`src/rtl/vending_coin_feeder.sv`:
```
// Payment initiator for the vending machine coin interface: pays a fixed price from a
// snapshotted wallet one coin per cycle, then checks the machine's beverage/change response.
//
// state | meaning
// IDLE  | waiting for start; held results stay visible
// FEED  | one coin pulse per cycle until the price is covered
// WAIT  | coins done, waiting for po_beverage or timeout
// DONE  | one-cycle done pulse, then back to IDLE
module vending_coin_feeder #(
    parameter int PRICE_HALF = 5,
    parameter int TIMEOUT    = 15
) (
    input  logic       sys_clk,
    input  logic       sys_rst_n,
    input  logic       start,
    input  logic [3:0] wallet_one,
    input  logic [3:0] wallet_half,
    input  logic       po_beverage,
    input  logic       po_money,
    output logic       pi_money_one,
    output logic       pi_money_half,
    output logic       busy,
    output logic       done,
    output logic       success,
    output logic       change_got,
    output logic [1:0] status,
    output logic [5:0] paid_half
);

    localparam logic [5:0] PRICE    = 6'(PRICE_HALF);
    localparam logic [7:0] WAIT_TC  = 8'(TIMEOUT - 1);

    localparam logic [1:0] ST_OK       = 2'd0;
    localparam logic [1:0] ST_NO_FUNDS = 2'd1;
    localparam logic [1:0] ST_TIMEOUT  = 2'd2;
    localparam logic [1:0] ST_CHANGE   = 2'd3;

    typedef enum logic [1:0] {
        S_IDLE,
        S_FEED,
        S_WAIT,
        S_DONE
    } state_t;

    state_t     state_q, state_d;
    logic [3:0] wal_one_q, wal_one_d;
    logic [3:0] wal_half_q, wal_half_d;
    logic [5:0] paid_q, paid_d;
    logic [7:0] wait_cnt_q, wait_cnt_d;
    logic       one_q, one_d;
    logic       half_q, half_d;
    logic       busy_q, busy_d;
    logic       done_q, done_d;
    logic       success_q, success_d;
    logic       change_q, change_d;
    logic [1:0] status_q, status_d;

    // Coin choice works off the live wallet inputs on the accepting edge, else the snapshot.
    logic [3:0] src_one;
    logic [3:0] src_half;
    logic [5:0] src_paid;
    logic [5:0] funds;
    logic       need_two;
    logic       pick_one;
    logic       expect_change;

    always_comb begin
        src_one  = wal_one_q;
        src_half = wal_half_q;
        src_paid = paid_q;
        if (state_q == S_IDLE) begin
            src_one  = wallet_one;
            src_half = wallet_half;
            src_paid = 6'd0;
        end
        funds         = {1'b0, wallet_one, 1'b0} + {2'b00, wallet_half};
        need_two      = ({1'b0, src_paid} + 7'd2) <= {1'b0, PRICE};
        pick_one      = (need_two && (src_one != 4'd0)) || (src_half == 4'd0);
        expect_change = paid_q > PRICE;
    end

    always_comb begin
        state_d    = state_q;
        wal_one_d  = wal_one_q;
        wal_half_d = wal_half_q;
        paid_d     = paid_q;
        wait_cnt_d = wait_cnt_q;
        one_d      = 1'b0;
        half_d     = 1'b0;
        busy_d     = busy_q;
        done_d     = 1'b0;
        success_d  = success_q;
        change_d   = change_q;
        status_d   = status_q;

        case (state_q)
            S_IDLE: begin
                if (start) begin
                    wal_one_d  = wallet_one;
                    wal_half_d = wallet_half;
                    paid_d     = 6'd0;
                    success_d  = 1'b0;
                    change_d   = 1'b0;
                    status_d   = ST_OK;
                    busy_d     = 1'b1;
                    if (funds < PRICE) begin
                        state_d  = S_DONE;
                        status_d = ST_NO_FUNDS;
                        done_d   = 1'b1;
                    end else begin
                        state_d = S_FEED;
                    end
                end
            end
            S_FEED: begin
                if (paid_q >= PRICE) begin
                    state_d    = S_WAIT;
                    wait_cnt_d = 8'd0;
                end
            end
            S_WAIT: begin
                if (po_beverage) begin
                    state_d  = S_DONE;
                    done_d   = 1'b1;
                    change_d = po_money;
                    if (po_money == expect_change) begin
                        status_d  = ST_OK;
                        success_d = 1'b1;
                    end else begin
                        status_d  = ST_CHANGE;
                        success_d = 1'b0;
                    end
                end else if (wait_cnt_q == WAIT_TC) begin
                    state_d   = S_DONE;
                    done_d    = 1'b1;
                    status_d  = ST_TIMEOUT;
                    success_d = 1'b0;
                end else begin
                    wait_cnt_d = wait_cnt_q + 8'd1;
                end
            end
            S_DONE: begin
                state_d = S_IDLE;
                busy_d  = 1'b0;
            end
            default: state_d = S_IDLE;
        endcase

        // A coin goes out on the accepting edge and on every FEED edge still short of the price.
        if (state_d == S_FEED && (state_q == S_IDLE || paid_q < PRICE)) begin
            if (pick_one) begin
                one_d      = 1'b1;
                wal_one_d  = src_one - {3'b000, (src_one != 4'd0)};
                wal_half_d = src_half;
                paid_d     = src_paid + 6'd2;
            end else begin
                half_d     = 1'b1;
                wal_one_d  = src_one;
                wal_half_d = src_half - 4'd1;
                paid_d     = src_paid + 6'd1;
            end
        end
    end

    always_ff @(posedge sys_clk) begin
        if (!sys_rst_n) begin
            state_q    <= S_IDLE;
            wal_one_q  <= 4'd0;
            wal_half_q <= 4'd0;
            paid_q     <= 6'd0;
            wait_cnt_q <= 8'd0;
            one_q      <= 1'b0;
            half_q     <= 1'b0;
            busy_q     <= 1'b0;
            done_q     <= 1'b0;
            success_q  <= 1'b0;
            change_q   <= 1'b0;
            status_q   <= ST_OK;
        end else begin
            state_q    <= state_d;
            wal_one_q  <= wal_one_d;
            wal_half_q <= wal_half_d;
            paid_q     <= paid_d;
            wait_cnt_q <= wait_cnt_d;
            one_q      <= one_d;
            half_q     <= half_d;
            busy_q     <= busy_d;
            done_q     <= done_d;
            success_q  <= success_d;
            change_q   <= change_d;
            status_q   <= status_d;
        end
    end

    assign pi_money_one  = one_q;
    assign pi_money_half = half_q;
    assign busy          = busy_q;
    assign done          = done_q;
    assign success       = success_q;
    assign change_got    = change_q;
    assign status        = status_q;
    assign paid_half     = paid_q;

endmodule

```
`config.mk`:
```
export PLATFORM = sky130hd
export DESIGN_NAME = vending_coin_feeder
export DESIGN_NICKNAME = d
export VERILOG_FILES = /design/src/rtl/vending_coin_feeder.sv
export SDC_FILE = /design/constraint.sdc
export NUM_CORES = 1
export LEC_CHECK = 0
export CORE_MARGIN = 5
export CORE_UTILIZATION = 55
export CTS_CLUSTER_DIAMETER = 80
export CTS_CLUSTER_SIZE = 28
export DETAILED_ROUTE_END_ITERATION = 8
export GPL_TIMING_DRIVEN = 0
export PLACE_DENSITY_LB_ADDON = 0.15
export SLEW_MARGIN = 10
export SYNTH_ARGS = -nofsm -noshare
export SYNTH_HDL_FRONTEND = slang
export SYNTH_SLANG_ARGS = --single-unit
export TNS_END_PERCENT = 20
```
`constraint.sdc`:
```
create_clock -name sys_clk -period 3.1 [get_ports sys_clk]
set_input_delay 0.62 -clock sys_clk [delete_from_list [all_inputs] [get_ports sys_clk]]
set_output_delay 0.62 -clock sys_clk [all_outputs]
set_load 0.05 [all_outputs]
```
==> flow_metrics.tcl, run 1 <==
set metrics [dict create \
    postRouteAntennaNets 0 \
    ys_warn_count 0 \
    area_delta_synth_final_pct 21.54 \
    gp_congestion 0.8523 \
    setup.worst_path.end_class "flop" \
    grt_pass1_vias 1824 \
    grt_pass1_wl_um 8956 \
    drc 0 \
    clkSinkCount 32 \
    routed_wl_um 5452 \
    place_hpwl_um 3890 \
    core_area_um2 3716 \
    vias 2015 \
    swShare_pct 33.25 \
    ys_seq_elements 32 \
    p_sw_uw 417.7 \
    synthFlopType "dfxtp_1" \
    synth_compound_area_share_pct 21.83 \
    rows 22 \
    r2r_start "state_q[0]" \
    worst-endpoint-required_ns 3.25 \
    cts_hold_buf 0 \
    ys_seq_area_share_pct 30.05 \
    relSlewSlack_pct 57.63 \
    rr_worst_depth 12 \
    max_freq_mhz 345.9 \
    fin_crit_ns 2.891 \
    diodes 0 \
    die_y_um 72.26 \
    skew_ns 0.005093 \
    ios 27 \
    whs_path_depth 2 \
    power_frac_comb_pct 30.4 \
    die_w_um 72.26 \
    cts_tree "done" \
    port_buffers 26 \
    synth_top_area_cell "dfxtp_1" \
    hp-class "flop to flop" \
    irDropWorstVdd_mv 0.3567 \
    synth_top_family_by_area "simple AND/OR/NAND/NOR gates" \
    clk_latency_ns 0.29 \
    r2r_slack_ns 0.21 \
    worstPathArrival_ns 3.05 \
    dieArea_um2 5222 \
    whs_endpoint "success" \
    critPathMaxFanout 10 \
    start_util_pct 57.37 \
    grt-ovfl-total 0 \
    setup_viol 0 \
    p_leak_nw 1.023 \
    viasPerCell 6.033 \
    p_seq_share_pct 37.7 \
    syn_inst 252 \
    synthMuxAreaShare_pct 7.336 \
    power_frac_clock_pct 31.8 \
    final_max_slew_viol_count 0 \
    avgSynthCellArea_um2 8.460 \
    slowest_stage "clkdlybuf4s50_1" \
    ctsRootBufferMaster "clkbuf_8" \
    track_usage_pct 21.74 \
    htree_levels 2 \
    synth_cell_types 57 \
    synth_area_leaders "dfxtp_1 (30%), ha_1 (7.0%), mux2i_1 (4.7%)" \
    path_buf_inv 1 \
    synthDominantCellAreaShare_pct 30.05 \
    grt_start_max_net_pins 11 \
    wl_per_cell_um 16.32 \
    synth_xor_area_share_pct 4.519 \
    holdCritStartpoint "success" \
    cp_top_family "compound AO/OA/AOI/OAI gates" \
    critPathLaunchType "input port" \
    synthArstFlopShare_pct 0 \
    clk_path_buf_depth 2 \
    status "finished clean" \
    drv_cap 0 \
    drt_iter0_drc 125 \
    clk_pin_slew_worst_paths_ns 0.07 \
    fin_crit_sh_pct 93.27 \
    syn_area_um2 2132 \
    drtPass1Iterations 4 \
    antenna_found_initial 0 \
    postCtsSetupBuffers 0 \
    max_stage_delay_ns 0.48 \
    power.density_nw_per_um2 484.8 \
    drive_gt1_share_pct 11.19 \
    worstSetupPathType "input port to flop" \
    power_mw 1.256 \
    tightest_slew_ns 0.6356 \
    crit_chain "clkdlybuf4s50_1, ha_1, fa_1, o21ai_0, nand2_1, o21ai_2, nand2_4, and2_1, a2111oi_1" \
    synth_nets 278 \
    synthSimpleGateAreaFrac_pct 24.12 \
    synthAdderAreaFrac_pct 7.981 \
    rsz0062_at_grt "no" \
    whs_ns 0.4625 \
    hold_viol 0 \
    numCtsBuffers 5 \
    synth_edf_count 0 \
    finalSetupTns_ns 0 \
    reg2reg_to "paid_half[1]" \
    final_nets 311 \
    p_int_uw 838.4 \
]
==> tightest hold or removal path, cell delays in order, from the launching register on <==
cell and delay, ns:
dfxtp_1 0.31, nand2_1 0.05, a21oi_1 0.05
==> cell usage after synthesis (2+ instances only) <==
| cell | n |
|---|---|
| a211oi_1 | 3 |
| a21o_1 | 3 |
| a211oi_2 | 3 |
| a32oi_1 | 2 |
| or4_1 | 3 |
| and3_1 | 3 |
| a21oi_1 | 12 |
| mux2i_1 | 10 |
| ha_1 | 12 |
| a22oi_1 | 2 |
| nor2_1 | 25 |
| nor2b_1 | 2 |
| mux2_4 | 3 |
| buf_6 | 2 |
| xor2_1 | 5 |
| clkbuf_1 | 3 |
| xnor2_1 | 6 |
| o211ai_1 | 2 |
| a311oi_1 | 2 |
| buf_2 | 2 |
| nor3_1 | 9 |
| nand2b_1 | 4 |
| o31ai_1 | 2 |
| nand3_1 | 12 |
| nand4_1 | 5 |
| o21ai_0 | 14 |
| and2_1 | 6 |
| inv_1 | 9 |
| nand2_1 | 26 |
| a31oi_1 | 2 |
| dfxtp_1 | 32 |
==> routing by layer <==
metal	track usage [%]	share of wire, %
met1	32.49	49
met5	0	0
met2	31.14	43
met3	4.848	6.7
met4	5.846	1.5
==> cell usage in the layout, fill, tap and decap left out, types with 2 or more instances in the layout <==
cell,instances
dfxtp_1,32
mux2_4,3
o21ai_0,11
mux2i_1,10
a22oi_1,2
a31oi_1,2
buf_2,2
nand2b_1,4
a211oi_1,3
clkbuf_1,3
a32oi_1,2
nor2b_1,2
xnor2_1,6
buf_6,2
nor3_1,9
nor2_1,25
a311oi_1,2
and2_1,6
ha_1,12
a211oi_2,3
and3_1,3
clkdlybuf4s50_1,26
a21oi_1,12
xor2_1,5
nand3_1,12
nand2_1,25
o31ai_1,2
o21ai_1,3
or4_1,3
inv_1,9
a21o_1,3
clkbuf_8,5
nand4_1,5
o211ai_1,2
==> flip-flops by register name, summed over array words and instances, names as in the netlist <==
register       count
pi_money_half      1
busy               1
wal_half_q         4
done               1
pi_money_one       1
wait_cnt_q         8
state_q            2
paid_half          6
wal_one_q          4
status             2
success            1
change_got         1
==> worst max-delay path by stage <==
stage             startpoint  slack [ns]       endpoint  depth (start not counted)
5_1_grt        wallet_one[0]        0.02  wal_half_q[2]                          9
4_1_cts           state_q[0]        0.02  wal_half_q[2]                         10
6_report       wallet_one[0]        0.21  wal_half_q[2]                          9
3_3_place_gp   wallet_one[0]       -0.35  wal_half_q[2]                          9
2_1_floorplan   paid_half[2]        0.45  wal_half_q[3]                          9
3_5_place_dp   wallet_one[0]       -0.46  wal_half_q[2]                          9
==> final cells by class <==
| cell class | instances | area [um2] |
|---|---|---|
| tap | 48 | 60.06 |
| inverter | 9 | 33.78 |
| fill | 309 | 1125 |
| multi-input combinational | 202 | 1433 |
| buffer | 9 | 56.30 |
| sequential | 32 | 640.6 |
| clock inverter | 2 | 35.03 |
| timing repair buffer | 26 | 260.3 |
| clock buffer | 6 | 72.57 |
==> cell families (layout without fill, tap and decap cells) <==
family | Yosys count | count (layout)
compound gates | 62 | 62
xor+xnor | 11 | 11
fa+ha+maj | 13 | 13
buf+inv | 18 | 52
flops | 32 | 32
mux | 14 | 14
simple gates | 102 | 102
==> stage by stage <==
step	cell area, um2	std cells	worst slack [ns]	util [%]
floorplan	2132	252	0.4469	-
global placement	2452	326	-0.3476	65.99
detailed placement	2452	326	-0.4603	65.99
CTS	2562	334	0.01672	68.96
global route	2591	334	0.01585	69.73
finish	2591	334	0.2087	69.73
==> what timing repair did <==
action	in CTS	in global routing
gates resized for setup	2	9
pin swaps	0	1
endpoints found under the setup margin	5	13
==> power by group through the flow <==
| stage | Sequential [mW] | Combinational (mW) | Clock (mW) |
|---|---|---|---|
| floorplan | 0.508 | 0.238 | 0 |
| finish | 0.474 | 0.382 | 0.400 |
| global placement | 0.482 | 0.365 | 0 |
| CTS | 0.473 | 0.373 | 0.403 |
| detailed placement | 0.482 | 0.369 | 0 |
| global route | 0.477 | 0.414 | 0.425 |
Note: power is estimated with default switching activity, not from simulation.
==> run 2, diff against run 1 <==
--- a/config.mk
+++ b/config.mk
@@ -6,4 +6,5 @@
 export NUM_CORES = 1
 export LEC_CHECK = 0
+export CAP_MARGIN = 0
 export CORE_MARGIN = 5
 export CORE_UTILIZATION = 55
==> constraint.sdc (replaced) <==
create_clock -name sys_clk -period 3.1 [get_ports sys_clk]
set_input_delay 0.775 -clock sys_clk [delete_from_list [all_inputs] [get_ports sys_clk]]
set_output_delay 0.775 -clock sys_clk [all_outputs]
set_load 0.05 [all_outputs]
==> flow_metrics.tcl, run 2 (synthesis gave the netlist of run 1 again) <==
set metrics [dict create \
    status "finished clean" \
    viasPerCell 6.129 \
    grt_pass1_wl_um 8963 \
    fin_crit_sh_pct 95.94 \
    diodes 0 \
    track_usage_pct 21.74 \
    critPathMaxFanout 10 \
    routed_wl_um 5580 \
    gp_congestion 0.8523 \
    final_common_cell "dfxtp_1" \
    die_w_um 72.26 \
    skew_ns 0.005108 \
    grt_pass1_vias 1833 \
    drtPass1Iterations 4 \
    vias 2047 \
    final_max_slew_viol_count 0 \
    ios 27 \
    largest_reg_flops 8 \
    p_leak_nw 1.027 \
    whs_endpoint "success" \
    hp-class "flop to flop" \
    drive_gt1_share_pct 11.89 \
    relSlewSlack_pct 57.53 \
    grt-ovfl-total 0 \
    core_area_um2 3716 \
    fin_ws_ns 0.1260 \
    holdCritStartpoint "success" \
    cts_hold_buf 0 \
    drc 0 \
    rsz0062_at_grt "yes" \
    power.density_nw_per_um2 486.9 \
    nFillCells 311 \
    finalSetupTns_ns 0 \
    start_util_pct 57.37 \
    clk_pin_slew_worst_paths_ns 0.07 \
    drt_iter0_drc 108 \
    tightest_slew_ns 0.6370 \
    ctsRootBufferMaster "clkbuf_8" \
    clkSinkCount 32 \
    postRouteAntennaNets 0 \
    port_buffers 26 \
    setup_viol 0 \
    critPathLaunchType "input port" \
    irDropWorstVdd_mv 0.3592 \
    whs_path_depth 2 \
    r2r_slack_ns 0.19 \
    drv_cap 0 \
    rows 22 \
    numCtsBuffers 5 \
    reg2reg_to "paid_half[1]" \
    worst-endpoint-required_ns 3.26 \
    die_y_um 72.26 \
    clk_path_buf_depth 2 \
    wl_per_cell_um 16.71 \
    rr_worst_depth 12 \
    hold_viol 0 \
    final_nets 311 \
    post-route-util_pct 69.93 \
    dieArea_um2 5222 \
    grt_start_max_net_pins 11 \
    setup.worst_path.end_class "flop" \
    htree_levels 2 \
    max_freq_mhz 336.2 \
    fin_crit_ns 2.974 \
    cts_tree "done" \
    area_delta_synth_final_pct 21.89 \
    layout_common_cells "dfxtp_1 (32), clkdlybuf4s50_1 (26), nand2_1 (25), nor2_1 (25)" \
    r2r_start "state_q[0]" \
    worstSetupPathType "input port to flop" \
    largest-register "wait_cnt_q" \
    pre_cts_ws_ns -0.6153 \
    place_hpwl_um 3890 \
    antenna_found_initial 0 \
    clk_latency_ns 0.29 \
    power_mw 1.265 \
    worstPathArrival_ns 3.13 \
]
==> run 2: changes by cell type in the layout (fill, tap and decap cells not counted), sizes merged <==
cell / previous run / this run
clkbuf: 9 / 10
buf: 6 / 5
==> run 2: repair_timing <==
action,in CTS,in global routing
pin swaps,0,1
setup endpoints to repair,11,13
setup buffers,0,0
resized for setup,3,11
==> run 2: layout make-up <==
class,instances,area (um2),share of cell area (%)
buffer,9,58.81,2.263
clock buffer,6,72.57,2.792
clock inverter,2,35.03,1.348
inverter,9,33.78,1.300
multi-input combinational,202,1438,55.32
sequential,32,640.6,24.65
tap,48,60.06,2.311
timing repair buffer,26,260.3,10.01
==> run 2: metrics by stage <==
stage          area [um2]  hold slack, ns  instances
6_report             2599          0.4585        334
5_1_grt              2599          0.4992        334
4_1_cts              2566          0.4605        334
3_5_place_dp         2452          0.4507        326
3_3_place_gp         2452          0.4471        326
2_1_floorplan        2132          0.4760        252
==> run 2: worst max-delay path by stage <==
stage / startpoint / endpoint / slack, ns
3_3_place_gp: wallet_one[0] / wal_half_q[2] / -0.50
2_1_floorplan: paid_half[2] / wal_half_q[3] / 0.45
3_5_place_dp: wallet_one[0] / wal_half_q[2] / -0.62
4_1_cts: wallet_one[0] / wal_half_q[2] / 0.004
6_report: wallet_half[1] / paid_half[3] / 0.13
5_1_grt: wallet_one[0] / paid_half[3] / -0.07
==> run 2: power breakdown <==
part           leakage, nW  internal [mW]  switching, mW  total, mW
clock network       0.0552          0.238          0.159      0.398
registers            0.261          0.443         0.0321      0.475
logic                0.711          0.161          0.232      0.393
total                 1.03          0.842          0.423       1.27
==> run 2: critical path, cell delays in order <==
cell and delay [ns]:
clkdlybuf4s50_1 0.56, ha_1 0.22, fa_1 0.41, o21ai_0 0.09, nand2_1 0.13, o21ai_4 0.23
nand2_4 0.14, clkbuf_4 0.25, a32oi_1 0.25, nor2_1 0.07
==> run 2: metal layers <==
layer	up-vias	global-route usage, %	routed length (um)
li1	992	-	-
met1	977	32.40	2747
met2	68	31.55	2370
met3	10	4.848	359
met4	0	5.219	103
met5	-	0	0
